File: config.mk
export PLATFORM = sky130hd
export DESIGN_NAME = wb_commit_buf
export DESIGN_NICKNAME = d
export VERILOG_FILES = /design/src/rtl/wb_commit_buf.sv
export SDC_FILE = /design/constraint.sdc
export NUM_CORES = 1
export LEC_CHECK = 0
export BUFFER_PORTS_ARGS = -buffer_cell sky130_fd_sc_hd__buf_2
export CAP_MARGIN = 20
export CELL_PAD_IN_SITES_DETAIL_PLACEMENT = 2
export CELL_PAD_IN_SITES_GLOBAL_PLACEMENT = 2
export CORE_AREA = 3 3 225 205
export CTS_CLUSTER_SIZE = 12
export DETAILED_ROUTE_END_ITERATION = 10
export DIE_AREA = 0 0 228 208
export PLACE_DENSITY_LB_ADDON = 0.2
export SKIP_LAST_GASP = 1
export SYNTH_ARGS = -nofsm -noshare
export SYNTH_HDL_FRONTEND = slang
export SYNTH_SLANG_ARGS = --single-unit
File: constraint.sdc
create_clock -name clk -period 4 [get_ports clk]
set_clock_uncertainty 0.1 [all_clocks]
set_input_delay 0.2 -clock clk [delete_from_list [all_inputs] [get_ports clk]]
set_output_delay 0.2 -clock clk [all_outputs]
set_load 0.01 [all_outputs]
File: src/rtl/wb_commit_buf.sv
// Write-back commit buffer.
// Retiring MEM-stage instructions are queued in a small circular FIFO and
// drained into the register-file write port whenever it is free. Buffered
// GPR results are visible to a bypass lookup so younger instructions can
// forward from entries that have not yet reached the register file.
module wb_commit_buf #(
  parameter int DATA_W = 32,
  parameter int DEPTH  = 4,
  parameter int SB_W   = 14
) (
  input  logic              clk,
  input  logic              resetn,
  input  logic              flush,
  input  logic              in_valid,
  output logic              in_ready,
  input  logic [31:0]       in_pc,
  input  logic              in_we,
  input  logic [4:0]        in_waddr,
  input  logic [DATA_W-1:0] in_wdata,
  input  logic [SB_W-1:0]   in_sb,
  input  logic              rf_ready,
  output logic              rf_we,
  output logic [4:0]        rf_waddr,
  output logic [DATA_W-1:0] rf_wdata,
  output logic [SB_W-1:0]   rf_sb,
  input  logic [4:0]        q_addr,
  output logic              q_hit,
  output logic [DATA_W-1:0] q_data,
  output logic [$clog2(DEPTH+1)-1:0] count,
  output logic [31:0]       debug_wb_pc,
  output logic [3:0]        debug_wb_rf_wen,
  output logic [4:0]        debug_wb_rf_wnum,
  output logic [31:0]       debug_wb_rf_wdata
);

  localparam int PTR_W = (DEPTH > 1) ? $clog2(DEPTH) : 1;
  localparam int CNT_W = $clog2(DEPTH + 1);
  localparam logic [CNT_W-1:0] FULL = CNT_W'(DEPTH);

  // Entry storage; only occupied slots are ever observed on outputs.
  logic [31:0]       pc_mem    [DEPTH];
  logic              we_mem    [DEPTH];
  logic [4:0]        waddr_mem [DEPTH];
  logic [DATA_W-1:0] wdata_mem [DEPTH];
  logic [SB_W-1:0]   sb_mem    [DEPTH];

  logic [PTR_W-1:0] head;
  logic [PTR_W-1:0] tail;
  logic             occupied;
  logic             push;
  logic             pop;
  logic [PTR_W-1:0] bp_idx;
  logic             bp_hit;
  logic [DATA_W-1:0] bp_data;

  assign occupied = (count != '0);
  assign in_ready = (count != FULL);
  assign push     = in_valid & in_ready & ~flush;
  assign pop      = occupied & rf_ready & ~flush;

  // Head entry presented combinationally; zeroed when nothing is buffered.
  assign rf_we    = pop & we_mem[head];
  assign rf_waddr = occupied ? waddr_mem[head] : 5'd0;
  assign rf_wdata = occupied ? wdata_mem[head] : '0;
  assign rf_sb    = occupied ? sb_mem[head]    : '0;

  assign debug_wb_pc      = pop ? pc_mem[head] : 32'd0;
  assign debug_wb_rf_wen  = {4{rf_we}};
  assign debug_wb_rf_wnum = rf_waddr;

  generate
    if (DATA_W >= 32) begin : g_dbg_trunc
      assign debug_wb_rf_wdata = rf_wdata[31:0];
    end else begin : g_dbg_ext
      assign debug_wb_rf_wdata = {{(32 - DATA_W){1'b0}}, rf_wdata};
    end
  endgenerate

  // Capture the presented instruction into the tail slot; a write to GPR 0 is stored as no-write.
  always_ff @(posedge clk) begin
    if (push) begin
      pc_mem[tail]    <= in_pc;
      we_mem[tail]    <= in_we & (in_waddr != 5'd0);
      waddr_mem[tail] <= in_waddr;
      wdata_mem[tail] <= in_wdata;
      sb_mem[tail]    <= in_sb;
    end
  end

  // Pointer and occupancy bookkeeping; flush and reset both empty the buffer.
  always_ff @(posedge clk or negedge resetn) begin
    if (!resetn) begin
      head  <= '0;
      tail  <= '0;
      count <= '0;
    end else if (flush) begin
      head  <= '0;
      tail  <= '0;
      count <= '0;
    end else begin
      if (push) tail <= tail + PTR_W'(1);
      if (pop)  head <= head + PTR_W'(1);
      case ({push, pop})
        2'b10:   count <= count + CNT_W'(1);
        2'b01:   count <= count - CNT_W'(1);
        default: count <= count;
      endcase
    end
  end

  // Bypass scan oldest-to-youngest so the last match (youngest) wins; head is included even while popping.
  always_comb begin
    bp_hit  = 1'b0;
    bp_data = '0;
    bp_idx  = '0;
    for (int i = 0; i < DEPTH; i++) begin
      bp_idx = head + PTR_W'(i);
      if ((CNT_W'(i) < count) && we_mem[bp_idx] && (waddr_mem[bp_idx] == q_addr) &&
          (q_addr != 5'd0)) begin
        bp_hit  = 1'b1;
        bp_data = wdata_mem[bp_idx];
      end
    end
  end

  assign q_hit  = bp_hit;
  assign q_data = bp_data;

endmodule

# == Word-level counts from Yosys, hierarchy flattened ==
# Memory sizes are Yosys's and may differ from the RTL's.
# Cells that the tools add are included.
# totals
register_bits,7
ramBits,336
inputBits,94
n_memories,5
# memory_table
name,words,word_bits,rd,rd_clocked_by_memory_dff,write_ports,line,text
pc_mem,4,32,1,0,1,41,logic [31:0] pc_mem [DEPTH];
wdata_mem,4,32,4,0,1,44,logic [DATA_W-1:0] wdata_mem [DEPTH];
sb_mem,4,14,1,0,1,45,logic [SB_W-1:0] sb_mem [DEPTH];
waddr_mem,4,5,4,0,1,43,logic [4:0] waddr_mem [DEPTH];
we_mem,4,1,4,0,1,42,logic we_mem [DEPTH];
# classes
add_sub_neg,6
magnitude_cmp,4
n_eq_ne,7
n_mux,20
bitwise,7
n_reduce_logical,18
# op_table
operator,n
$mux 32,6
$eq 5x5->1,4
$mux 14,1
$logic_and 1x1->1,12
$reduce_bool 5->1,2
$mux 2,4
$and 1x1->1,6
$lt 1x3->1 const A,2
$lt 2x3->1 const A,2
$mux 1,6
$pmux 3 s2,1
$reduce_bool 3->1,2
$mux 5,1
$add 2x1->2 const B,2
$add 2x2->2 const B,2
$reduce_bool 2->1,2
$add 3x1->3 const B,1
$mux 3,1
$ne 3x3->1 const B,1
$sub 3x1->3 const B,1
$eq 2x1->1 const B,1
$eq 2x2->1 const B,1
$not 1->1,1

# == Depth between registers and ports, before layout ==
# logic_depth
word_depth,8
ltp_mapped,12
mapped_depth_nobuf,8

# == Worst setup path before layout ==
# OpenSTA, ideal clock, no wires.
# synth_timing
kind,reg-to-reg
from,register count[0]
to,memory pc_mem[0][0] (enable)
arrival_time_ps,3248
t_required_ps,3448
path_slack_ps,200
path_stages_with_launch,7
n_path_buf,0
period_less_slack_ps,3800
path_cell_list,dfrtp_1 -> inv_1 -> ha_1 -> nand2_1 -> nand2_1 -> nor2_1 -> and2_1
# synth_via
elab_chain_len,5
# synth_lines
element,line,text
start: declaration,29,"output logic [$clog2(DEPTH+1)-1:0] count,"
start signal: assignment,104,2'b10: count <= count + CNT_W'(1);
start signal: assignment,105,2'b01: count <= count - CNT_W'(1);
start signal: assignment,106,default: count <= count;
$ne 3x3->1,57,assign in_ready = (count != FULL);
named net in_ready,15,"output logic in_ready,"
$and 1x1->1 (2 in series),58,assign push = in_valid & in_ready & ~flush;
$mux 1,81,if (push) begin
$mux 1 (implied by the code),82,pc_mem[tail] <= in_pc;
end: declaration,41,
# The timed path passes the listed nets, and every way through them passes these cells.

# == Worst setup path in the final report ==
# layout_timing
from,register head[1]
to,output q_data[29]
# layout_via
elab_chain_len,8
elab_cells_between_ends,26
# layout_lines
element,line,text
start: declaration,47,logic [PTR_W-1:0] head;
start signal: assignment,102,if (pop) head <= head + PTR_W'(1);
"$add 2x1->2, or another cell as far along",117,bp_idx = head + PTR_W'(i);
"$mem_v2 4x5, or another cell as far along",--,
$eq 5x5->1 / $logic_and 1x1->1 (equally long branches),118,if ((CNT_W'(i) < count) && we_mem[bp_idx] && (waddr_mem[bp_idx] == q_addr) &&
$logic_and 1x1->1,118,
$logic_and 1x1->1 / $mux 32 (equally long branches),118,
$mux 32 (2 in series),118,
$mux 32 *,118,
end: declaration,28,"output logic [DATA_W-1:0] q_data,"
# Every way passes the cells marked *; elsewhere a longest branch is shown, timed or not.

==> impl_metrics.tcl <==
set metrics [dict create \
    htreeDepth 2 \
    rows 73 \
    synthToLayoutAreaGrowth_pct 21.88 \
    grt_pass1_vias 13436 \
    cts_buffer_depth 3 \
    synth.cell_area_um2 17540 \
    synth-edff-count 336 \
    synth_flop_cell "edfxtp_1" \
    power_uw 12110 \
    start_kind "flop" \
    first_iter_violations 667 \
    pwr_density_cell_nw_per_um2 566.7 \
    io_buffers 255 \
    die_y_um 208 \
    dr.pass1.iters 5 \
    run_status "finished clean" \
    synth-seq-cells 343 \
    fin_crit_sh_pct 96.71 \
    die_area_um2 47420 \
    pwr-share-seq_pct 35.1 \
    start_util_pct 39.84 \
    antenna_found_initial 1 \
    cts_tree "built" \
    avgRoutedWirePerCell_um 24.52 \
    synth-warning-count 0 \
    vdd_drop_max_uv 426.6 \
    coreArea_um2 44020 \
    grt_pass1_wl_um 83570 \
    worst_pin_slew_ps 1009 \
    max_cap_violations 0 \
    layout-drive-gt1-share_pct 29.37 \
    final_util_pct 48.56 \
    cts_root_buf "clkbuf_16" \
    max_slew_margin_pct 32.75 \
    syn_nets 1407 \
    wl_um 54310 \
    p_leak_uw 0.007510 \
    overflow 0 \
    finalNetCount 1688 \
    path_max_fanout 43 \
    postSynthAreaPerCell_um2 13.44 \
    synthArstFlopShare_pct 2.041 \
    critPathLaunch "head[1]" \
    worstPathArrival_ps 3570 \
    synth_cells 1305 \
    clock_sinks 343 \
    hold_path_class "input pin to flop" \
    final_cell_area_um2 21380 \
    grt_max_degree 89 \
    clk_pin_slew_ps 60 \
    swShare_pct 35.09 \
    max_freq_mhz 258.5 \
    post_dp_cell_area_um2 19170 \
    setup_viol 0 \
    hold_violations 0 \
    worstPathRequired_ps 3700 \
    place_ws_ps 522.4 \
    ioPinCount 256 \
    drc 0 \
    ant_nets 0 \
    cp-end-kind "primary output" \
    hp-start "in_we" \
    pwr-share-clk_pct 28.7 \
    drv_slew 0 \
    floorplan.die.width_um 228 \
    fin_ws_ps 131.5 \
    cts_buffers 40 \
    place_congestion 0.7667 \
    critPathKind "flop to primary output" \
    switching_power_uw 4250 \
    post-route-min-period_ps 3868 \
    grt_usage_pct 22.55 \
    vias 12248 \
    yosysSeqAreaShare_pct 58.52 \
    p_comb_share_pct 36.2 \
    timing.rr.start "count[1]" \
    p_int_uw 7863 \
    clock_latency_ps 550 \
    synth_cell_types 53 \
    avgViaCountPerCell 5.530 \
    dpl.hpwl_um 33900 \
]
## through the flow
stage,hold slack [ps],TNS [ps],cells
after global placement,-45.17,0,2045
after global routing,31.93,-10.54,2215
after floorplan,-195.6,0,1305
final,33.70,0,2215
after detailed placement,-50.26,0,2045
after CTS,6.141,0,2206
## power by group through the flow
stage	Clock [µW]	Sequential (µW)	Combinational, µW
2_1_floorplan	0	4280	3100
3_3_place_gp	0	4330	4130
3_5_place_dp	0	4350	4240
4_1_cts	3550	4260	4380
5_1_grt	3710	4270	4800
6_report	3480	4250	4380
## what timing repair did
action                                 4_1_cts  5_1_grt
pin swaps                                    0        1
hold buffers                                89        0
setup endpoints to repair                   10       11
setup buffers                                2        8
resized for setup                            1        2
endpoints found under the hold margin      346        0
## critical path, cell delays in order (launching register included)
cell	delay [ps]
dfrtp_4	540
buf_4	240
mux4_2	520
xnor2_1	150
nand3_1	140
a211oi_4	50
buf_4	170
buf_12	180
or2_2	350
o32ai_1	460
buf_2	220
## cell usage after synthesis, types with 2 or more instances
cell      number  area [µm²]
edfxtp_1     336       10090
mux2i_1       94       940.9
nand2_1       86       322.8
nor2_1        84       315.3
mux4_2        56        1261
mux2_2        54       608.1
nor2b_1       53       331.6
buf_4         47       352.8
clkbuf_1      46       172.7
o21ai_0       43       215.2
buf_2         38       190.2
nand3_1       34       170.2
a211oi_1      32       240.2
o211ai_1      29       217.7
nor3_1        19       95.09
and2_1        18       112.6
nand2b_1      18       112.6
o21ai_1       18       90.09
a22oi_1       16       120.1
a311o_1       16       160.2
xor2_1        16       140.1
a21oi_1       15       75.07
a211o_1       14       122.6
and3_1        14       87.58
xnor2_1       14       122.6
a32oi_1       13       113.9
buf_1         12       45.04
inv_1         11       41.29
ha_1           8       100.1
dfrtp_1        7       175.2
a221oi_1       6       52.55
buf_6          5       56.30
o32ai_1        4       35.03
a31oi_1        3       18.77
o221ai_1       3       26.28
a211oi_2       2       25.02
nand4_1        2       12.51
nor3b_1        2       15.01
o22ai_1        2       12.51
or3_1          2       12.51
## cells by family (layout without fill, tap and decap cells)
family | count (synthesis) | after routing | synth area share (%)
flip-flops | 343 | 343 | 58.52
AND/OR/NAND/NOR | 337 | 337 | 9.295
AO/OA/AOI/OAI | 222 | 222 | 9.031
multiplexers | 205 | 205 | 16.10
buffers and inverters | 160 | 469 | 4.979
XOR/XNOR | 30 | 30 | 1.498
adder cells (fa/ha/maj) | 8 | 8 | 0.5707
other | 0 | 1 | 0
## worst paths after layout
path | to | cells after the start | slack, ps
worst max-delay path | q_data[29] | 10 | 130
worst min-delay path | we_mem[1] | 2 | 30
worst max register to register | wdata_mem[0][5] | 7 | 1180
worst min register to register | tail[0] | 3 | 620
max in group asynchronous | head[1] | 3 | 2950
min in group asynchronous | count[0] | 3 | 550
## sequential cells by signal, summed over array words and instances, names as in the netlist
signal,cells
count,3
head,2
pc_mem,128
sb_mem,56
tail,2
waddr_mem,20
wdata_mem,128
we_mem,4
## final cells by class
| cell class | instances | area (µm²) |
|---|---|---|
| Tap cell | 600 | 750.7 |
| Timing Repair Buffer | 388 | 2623 |
| Sequential cell | 343 | 10270 |
| Fill cell | 4295 | 22650 |
| Clock inverter | 17 | 176.4 |
| Antenna cell | 1 | 2.502 |
| Clock buffer | 53 | 1050 |
| Multi-Input combinational cell | 802 | 6461 |
| Inverter | 11 | 41.29 |
## layout by cell type, fill, tap and decap left out, types with 3 or more instances in the layout
master,count
buf_12,10
a311o_1,16
inv_1,10
nand2_1,86
o211ai_1,29
mux2i_1,93
nor2b_1,51
nand3_1,34
buf_4,34
a22oi_1,16
o32ai_1,4
dlygate4sd3_1,89
nor2_1,84
o221ai_1,3
clkinv_1,10
a211o_1,13
a211oi_1,32
and2_1,14
a32oi_1,13
buf_2,255
nand2b_1,18
clkbuf_16,40
nor3_1,19
a31oi_1,3
ha_1,8
dfrtp_1,5
and3_1,14
mux2_2,54
edfxtp_1,336
clkbuf_1,13
a221oi_1,6
a21oi_1,15
xnor2_1,14
mux4_2,56
xor2_1,16
and2_4,4
o21ai_0,42
o21ai_1,19
## routing by layer
metal | part of all wire [%] | vias to the layer above | GRT usage, %
met5 | 0 | - | 0
met2 | 52 | 258 | 40.31
met3 | 4.4 | 57 | 4.066
li1 | - | 5531 | -
met1 | 42 | 6402 | 28.53
met4 | 1.7 | 0 | 5.159
Note: power is estimated with default switching activity, not from simulation.
